### src/rtl/cpu_io_ctrl_pkg.sv
// Shared CPU I/O types: TX state encoding, status bundle for the
// special-register file, and the default TX queue depth.
package cpu_io_ctrl_pkg;

  typedef enum logic {
    IDLE = 1'b0,
    SEND = 1'b1
  } IO_TX_STATE;

  typedef struct packed {
    logic       w_busy;
    logic       irr;
    logic       rx_ovr;
    logic [7:0] r_data;
  } IO_STATUS;

  localparam int unsigned IO_TX_DEPTH_DEFAULT = 4;

endpackage

### src/rtl/io_tx_fifo.sv
// Synchronous FIFO for queued TX bytes. Pointers carry one extra wrap bit
// so full and empty are distinguished without a separate counter.
module io_tx_fifo #(
  parameter int unsigned DATA_W = 8,
  parameter int unsigned DEPTH  = 4
) (
  input  logic              clk,
  input  logic              rst_n,
  input  logic              i_push,
  input  logic [DATA_W-1:0] i_data,
  input  logic              i_pop,
  output logic [DATA_W-1:0] o_data,
  output logic              o_full,
  output logic              o_empty
);

  localparam int unsigned AW = $clog2(DEPTH);

  logic [DATA_W-1:0] r_mem [DEPTH];
  logic [AW:0]       r_wr_ptr;
  logic [AW:0]       r_rd_ptr;
  logic              w_full;
  logic              w_empty;
  logic              w_push;
  logic              w_pop;

  assign w_full  = (r_wr_ptr[AW] != r_rd_ptr[AW]) &&
                   (r_wr_ptr[AW-1:0] == r_rd_ptr[AW-1:0]);
  assign w_empty = (r_wr_ptr == r_rd_ptr);
  // A push while full is dropped; the pop in the same cycle still proceeds.
  assign w_push  = i_push & ~w_full;
  assign w_pop   = i_pop & ~w_empty;

  // Pointer advance; wrap modulo 2*DEPTH comes from the natural overflow.
  always_ff @(posedge clk or negedge rst_n) begin
    if (!rst_n) begin
      r_wr_ptr <= '0;
      r_rd_ptr <= '0;
    end else begin
      if (w_push) r_wr_ptr <= r_wr_ptr + (AW+1)'(1);
      if (w_pop)  r_rd_ptr <= r_rd_ptr + (AW+1)'(1);
    end
  end

  // Storage write; contents are only observed while non-empty.
  always_ff @(posedge clk) begin
    if (w_push) r_mem[r_wr_ptr[AW-1:0]] <= i_data;
  end

  assign o_data  = w_empty ? '0 : r_mem[r_rd_ptr[AW-1:0]];
  assign o_full  = w_full;
  assign o_empty = w_empty;

endmodule

### src/rtl/cpu_io_ctrl.sv
// Byte-I/O controller between the execute stage and the UART.
// Build option: define CPU_IO_TX_FIFO_EN to replace the single TX holding
// register (IDLE/SEND FSM) with a TX_DEPTH-entry FIFO.
module cpu_io_ctrl
  import cpu_io_ctrl_pkg::*;
#(
  parameter int unsigned TX_DEPTH = IO_TX_DEPTH_DEFAULT
) (
  input  logic       clk,
  input  logic       rst_n,
  input  logic       w_req,
  input  logic [7:0] w_data,
  input  logic       ack,
  input  logic       intr_en,
  input  logic       tx_ready,
  output logic       tx_valid,
  output logic [7:0] tx_data,
  input  logic       rx_valid,
  input  logic [7:0] rx_data,
  output logic       w_busy,
  output logic       irr,
  output logic [7:0] r_data,
  output logic       rx_ovr,
  output logic       intr_req
);

  // Elaboration guard: queue depth must be a power of two, at least 2.
  if (TX_DEPTH < 2 || (TX_DEPTH & (TX_DEPTH - 1)) != 0) begin : g_depth_check
    $error("cpu_io_ctrl: TX_DEPTH must be a power of two >= 2");
  end

  logic       w_tx_busy;
  logic       w_tx_valid;
  logic [7:0] w_tx_data;
  logic       r_irr;
  logic       r_rx_ovr;
  logic [7:0] r_rx_byte;
  IO_STATUS   w_status;

`ifdef CPU_IO_TX_FIFO_EN
  logic w_fifo_full;
  logic w_fifo_empty;

  io_tx_fifo #(
    .DATA_W (8),
    .DEPTH  (TX_DEPTH)
  ) u_tx_fifo (
    .clk     (clk),
    .rst_n   (rst_n),
    .i_push  (w_req),
    .i_data  (w_data),
    .i_pop   (tx_ready),
    .o_data  (w_tx_data),
    .o_full  (w_fifo_full),
    .o_empty (w_fifo_empty)
  );

  assign w_tx_valid = ~w_fifo_empty;
  assign w_tx_busy  = w_fifo_full;
`else
  IO_TX_STATE r_state;
  IO_TX_STATE w_state_nxt;
  logic [7:0] r_tx_byte;

  // TX state register.
  always_ff @(posedge clk or negedge rst_n) begin
    if (!rst_n) r_state <= IDLE;
    else        r_state <= w_state_nxt;
  end

  // Next state and handshake outputs; busy depends on registered state only,
  // so a request coinciding with the draining handshake is dropped.
  always_comb begin
    w_state_nxt = r_state;
    w_tx_valid  = 1'b0;
    w_tx_busy   = 1'b0;
    case (r_state)
      IDLE: if (w_req) w_state_nxt = SEND;
      SEND: begin
        w_tx_valid = 1'b1;
        w_tx_busy  = 1'b1;
        if (tx_ready) w_state_nxt = IDLE;
      end
      default: w_state_nxt = IDLE;
    endcase
  end

  // Holding register captures the byte only when a request is accepted.
  always_ff @(posedge clk or negedge rst_n) begin
    if (!rst_n)                      r_tx_byte <= '0;
    else if (r_state == IDLE && w_req) r_tx_byte <= w_data;
  end

  assign w_tx_data = r_tx_byte;
`endif

  // RX latch: accept when nothing is pending or the CPU is acking this cycle;
  // otherwise the byte is lost and the sticky overrun flag is set.
  always_ff @(posedge clk or negedge rst_n) begin
    if (!rst_n) begin
      r_irr     <= 1'b0;
      r_rx_ovr  <= 1'b0;
      r_rx_byte <= '0;
    end else begin
      if (rx_valid && (!r_irr || ack)) begin
        r_rx_byte <= rx_data;
        r_irr     <= 1'b1;
      end else if (ack) begin
        r_irr     <= 1'b0;
      end
      if (ack)                   r_rx_ovr <= 1'b0;
      else if (rx_valid && r_irr) r_rx_ovr <= 1'b1;
    end
  end

  assign w_status = '{w_busy: w_tx_busy, irr: r_irr, rx_ovr: r_rx_ovr,
                      r_data: r_rx_byte};

  assign tx_valid = w_tx_valid;
  assign tx_data  = w_tx_data;
  assign w_busy   = w_status.w_busy;
  assign irr      = w_status.irr;
  assign rx_ovr   = w_status.rx_ovr;
  assign r_data   = w_status.r_data;
  assign intr_req = w_status.irr & intr_en;

endmodule
### config.mk
export PLATFORM = sky130hd
export DESIGN_NAME = cpu_io_ctrl
export DESIGN_NICKNAME = d
export VERILOG_FILES = /design/src/rtl/cpu_io_ctrl_pkg.sv /design/src/rtl/io_tx_fifo.sv /design/src/rtl/cpu_io_ctrl.sv
export SDC_FILE = /design/constraint.sdc
export NUM_CORES = 1
export LEC_CHECK = 0
export CORE_ASPECT_RATIO = 0.5
export CORE_MARGIN = 1
export CORE_UTILIZATION = 30
export CTS_BUF_LIST = sky130_fd_sc_hd__clkbuf_8
export CTS_CLUSTER_DIAMETER = 60
export DETAILED_ROUTE_END_ITERATION = 8
export GPL_TIMING_DRIVEN = 0
export PLACE_DENSITY = 0.62
export SYNTH_ARGS = -nofsm -noshare
export SYNTH_HDL_FRONTEND = slang
export SYNTH_SLANG_ARGS = --single-unit
### constraint.sdc
create_clock -name clk -period 2.28 [get_ports clk]
set_input_delay 0.342 -clock clk [delete_from_list [all_inputs] [get_ports clk]]
set_output_delay 0.342 -clock clk [all_outputs]
set_load 0.05 [all_outputs]
# Yosys cells after proc, flatten, opt, wreduce, memory -nomap -nowiden
# Index checks and enable logic that the tools add are counted.
dict set report totals {
  reg_bits 19
  in_bits 23
  output_inout_bits 21
  wordCells 22
}
dict set report classes {
  n_mux 8
  bitwise_logic 2
  reduce_logical 7
}
# operator count
set ops {}
lappend ops {{$mux W1} 7}
lappend ops {{$reduce_bool A2 Y1} 2}
lappend ops {{$logic_and A1 B1 Y1} 3}
lappend ops {{$pmux W1 S2} 1}
lappend ops {{$and A1 B1 Y1} 1}
lappend ops {{$logic_not A1 Y1} 1}
lappend ops {{$logic_or A1 B1 Y1} 1}
lappend ops {{$not A1 Y1} 1}

# Depth between registers and ports, before layout
dict set report depth {
  ltp_word 4
  ltp_mapped 3
  mapped_depth_nobuf 3
}

# Least setup slack after synthesis
# OpenSTA, ideal clock, no wires.
dict set report synth_timing {
  path_kind {reg-to-output}
  startpoint {register r_irr, in the netlist irr}
  endpoint {output port intr_req}
  arrival_ns 1.182
  path_slack_ns 0.756
  path_stages_with_launch 2
  n_path_buf 0
  path_cell_list {dfrtp_1 -> and2_1}
}
dict set report synth_between {
  elab_chain_len 1
}
# item line
set synth_rtl {}
lappend synth_rtl {{from (decl)} cpu_io_ctrl.sv:35} ;# logic r_irr;
lappend synth_rtl {{from (signal assigned)} cpu_io_ctrl.sv:101} ;# r_irr <= 1'b0;
lappend synth_rtl {{from (signal assigned)} cpu_io_ctrl.sv:107} ;# r_irr <= 1'b1;
lappend synth_rtl {{from (signal assigned)} cpu_io_ctrl.sv:109} ;# r_irr <= 1'b0;
lappend synth_rtl {{$and A1 B1 Y1} cpu_io_ctrl.sv:125} ;# assign intr_req = w_status.irr & intr_en;
lappend synth_rtl {{to (decl)} cpu_io_ctrl.sv:24} ;# output logic intr_req
# Every way passes these cells.

# Worst setup path after layout
dict set report layout_timing {
  startpoint {input port intr_en}
  endpoint {output port intr_req}
}
dict set report layout_between {
  elab_chain_len 1
}
# item line
set layout_rtl {}
lappend layout_rtl {{from (decl)} cpu_io_ctrl.sv:14} ;# input logic intr_en,
lappend layout_rtl {{$and A1 B1 Y1} cpu_io_ctrl.sv:125}
# Every way passes these cells.

==> flow_summary_export.csv <==
group,metric,value,unit
sta,max_slew_margin,41.3,%
route,viasPerCell,4.09,
clocking,postCtsResizedCells,0,
worst_setup_path,worst-path-max-fanout,1,
worst_setup_path,critical_path_class,"input pin to output port",
status,outcome,"finished clean",
hold_path,timing.hold.worst.start,"rx_ovr$_DFFE_PN0P_",
worst_setup_path,critical_path.startpoint,"intr_en",
clocking,ctsHtreeMaxLevel,1,
synthesis,synth_top_cells_by_count,"sky130_fd_sc_hd__dfrtp_1, sky130_fd_sc_hd__mux2_4",
route,detailedRoute.firstIterationViolations,13,
floorplan,floorplan.die.height,38.5,um
sta,timing_worst_slew_pin_value,0.877,ns
route,wl_per_cell,13.7,um
clocking,cts_hold_buffers,0,
worst_setup_path,worst-endpoint-arrival,1.69,ns
synthesis,commonest_register_cell_after_synthesis,"sky130_fd_sc_hd__dfrtp_1",
global_routing,grt_antenna_before_repair,0,
global_routing,grt_util_met1,16.5,%
cells_and_area,antennaDiodeCount,0,
cells_and_area,fillers,201,
clocking,clock_insertion_delay_worst_skew,0.25,ns
worst_setup_path,start_kind,"input pin",
synthesis,synth_top_cell_area_share,59.5,%
synthesis,synth.most_common_cell,"sky130_fd_sc_hd__dfrtp_1",
floorplan,initial_utilization,33.9,%
worst_setup_path,required_time_of_the_critical_path,1.94,ns
route,wl,1750,um
sta,setup-tns-final,0,ns
global_routing,gr-total-overflow,0,
synthesis,synthesis.instances,46,
floorplan,io_pins,44,
cells_and_area,seq_area,475,um^2
sta,period_minus_slack,2.03,ns
global_routing,grtUsageMet2,23.2,%
synthesis,number_of_enable_flip_flop_cells_after_synthesis,0,
clocking,cts_num_sinks,19,
clocking,clock_tree_from_tritoncts,"done",
hold_path,holdCritPathClass,"flip-flop to flip-flop",
floorplan,core.rowCount,12,
synthesis,asyncSetResetFlopFracSynth,100,%
sta,clock.fmax,492,MHz
clocking,clockRootBuffer,"sky130_fd_sc_hd__clkbuf_8",
cells_and_area,multi_input_area,302,um^2
route,drcViolationCount,0,
synthesis,synth-seq-area-share,59.5,%
sta,unrepaired_setup_endpoints_after_global_routing,"no",
cells_and_area,areaGrowthSynthToFinish,65.1,%
synthesis,synth_nets,69,
synthesis,synth.lib_cells_used.distinct,13,
floorplan,die-area,0.00289,mm^2
pwr,power.ir.vdd_worst,0.337,mV
global_routing,grt_pass1_vias,562,
clocking,ctsLongestPathBuffers,2,
placement,place.detailed.instances,124,
cells_and_area,drive_above_1_share,25.8,%
synthesis,synth_area_leaders,"sky130_fd_sc_hd__dfrtp_1, sky130_fd_sc_hd__mux2_4, sky130_fd_sc_hd__nand2b_4",
floorplan,fp.coreArea,0.00236,mm^2
worst_setup_path,critical_path.reg2reg.startpoint,"r_state$_DFF_PN0_",
global_routing,grtUsageTotal,13.6,%
route,postRouteAntennaNets,0,
floorplan,die_boundary_width,75.0,um
clocking,clock_pin_slew_on_the_worst_setup_and_hold_paths,0.07,ns
cells_and_area,final-instance-count-excl-fill,128,
placement,place_hpwl,1330,um
global_routing,grt_pass1_wl,2680,um
global_routing,grt_start_max_net_pins,20,
synthesis,synth_area_per_cell,17.4,um^2
global_routing,met3_usage,4.74,%
pwr,total_leakage_power,0.597,nW
sta,final-hold-violation-count,0,
pwr,power_per_cell_area,895,mW/mm^2
job,maxCapViolCount,0,
synthesis,post_synth_instance_area,800,um^2
synthesis,synth-warning-count,0,
sta,setup_violations,0,
sta,fin_crit_sh,89.1,%
clocking,cts-buffers-inserted,3,
clocking,post-cts-setup-buffers,0,
placement,port-buffer-count,43,
cells_and_area,nNetsFinal,117,
global_routing,global_route.peak_usage_layer,"met2",
worst_setup_path,cp-end-kind,"output port",
synthesis,synth.largest_area_cell,"sky130_fd_sc_hd__dfrtp_1",
route,vias,524,
synthesis,ys_seq_elements,19,
sta,skew,0.00685,ns
sta,slew_viol_final,0,
placement,gp_routability_congestion,0.673,
route,detail_route.first_pass.iterations,4,
==> per-layer routing <==
layer / part of all wire (%) / up-vias / wire length [um]
met5: 0 / - / 0
met4: 1.1 / 0 / 19
met3: 2.3 / 2 / 40
met2: 52 / 6 / 911
met1: 44 / 269 / 778
li1: - / 247 / -
==> through the flow <==
stage | power, mW | cell area [um^2] | hold slack, ns | util (%) | setup slack [ns]
CTS | 1.20 | 1320 | 0.512 | 56.0 | 0.241
finish | 1.18 | 1320 | 0.507 | 56.0 | 0.248
global route | 1.24 | 1320 | 0.531 | 56.0 | 0.228
floorplan | 0.768 | 800 | 0.0464 | - | 0.756
global placement | 0.950 | 1270 | 0.479 | 54.0 | 0.246
detailed placement | 0.958 | 1270 | 0.494 | 54.0 | 0.245
==> cells by family after synthesis <==
kind of cell	after synthesis	synth area share, %
muxes	16	30.0
buffers and inverters	3	2.82
DFF	19	59.5
and+or+nand+nor	6	6.10
AOI/OAI and AO/OA	2	1.56
==> where the power goes <==
part           internal (mW)  switching, mW
sequential             0.395         0.0338
combinational          0.224          0.297
clock                  0.121          0.111
==> area by class of cell <==
type | instances | share of cell area (%)
clock inverters | 1 | 0.379
inverters | 1 | 0.284
repair buffers | 43 | 32.6
plain buffers | 2 | 1.42
multi-input cells | 24 | 22.8
well taps | 35 | 3.32
flip-flops and latches | 19 | 36.0
clock buffers | 3 | 3.13
==> flip-flops by register name, indices dropped and copies added (netlist names) <==
| name | count |
|---|---|
| irr | 1 |
| rx_ovr | 1 |
| tx_data | 8 |
| r_state | 1 |
| r_data | 8 |
==> cell usage in the layout, fill, tap and decap left out <==
cell type	netlist	routed
sky130_fd_sc_hd__clkdlybuf4s50_1	0	43
sky130_fd_sc_hd__dfrtp_1	19	19
sky130_fd_sc_hd__mux2_4	16	16
sky130_fd_sc_hd__clkbuf_8	0	3
sky130_fd_sc_hd__and2_1	1	1
sky130_fd_sc_hd__inv_1	1	1
sky130_fd_sc_hd__nor2b_1	1	1
sky130_fd_sc_hd__buf_6	1	1
sky130_fd_sc_hd__a21o_1	1	1
sky130_fd_sc_hd__nand2b_4	1	1
sky130_fd_sc_hd__nand2_4	1	1
sky130_fd_sc_hd__or2b_1	1	1
sky130_fd_sc_hd__a21oi_1	1	1
sky130_fd_sc_hd__nor2_1	1	1
sky130_fd_sc_hd__buf_4	1	1
sky130_fd_sc_hd__clkinv_2	0	1
==> worst paths after layout <==
| kind | cells past startpoint | slack, ns | to |
|---|---|---|---|
| setup / recovery | 3 | 0.25 | intr_req |
| hold / removal | 2 | 0.51 | rx_ovr$_DFFE_PN0P_ |
| setup reg to reg | 3 | 1.12 | tx_data[5]$_DFFE_PN0P_ |
| hold reg to reg | 2 | 0.51 | rx_ovr$_DFFE_PN0P_ |
| max in group asynchronous | 1 | 1.16 | r_data[2]$_DFFE_PN0P_ |
| min in group asynchronous | 1 | 0.58 | r_data[6]$_DFFE_PN0P_ |
==> critical path, stage by stage <==
cell and delay (ns):
sky130_fd_sc_hd__clkdlybuf4s50_1 0.45, sky130_fd_sc_hd__and2_1 0.11, sky130_fd_sc_hd__clkdlybuf4s50_1 0.79
(Power assumes the default switching activity.)
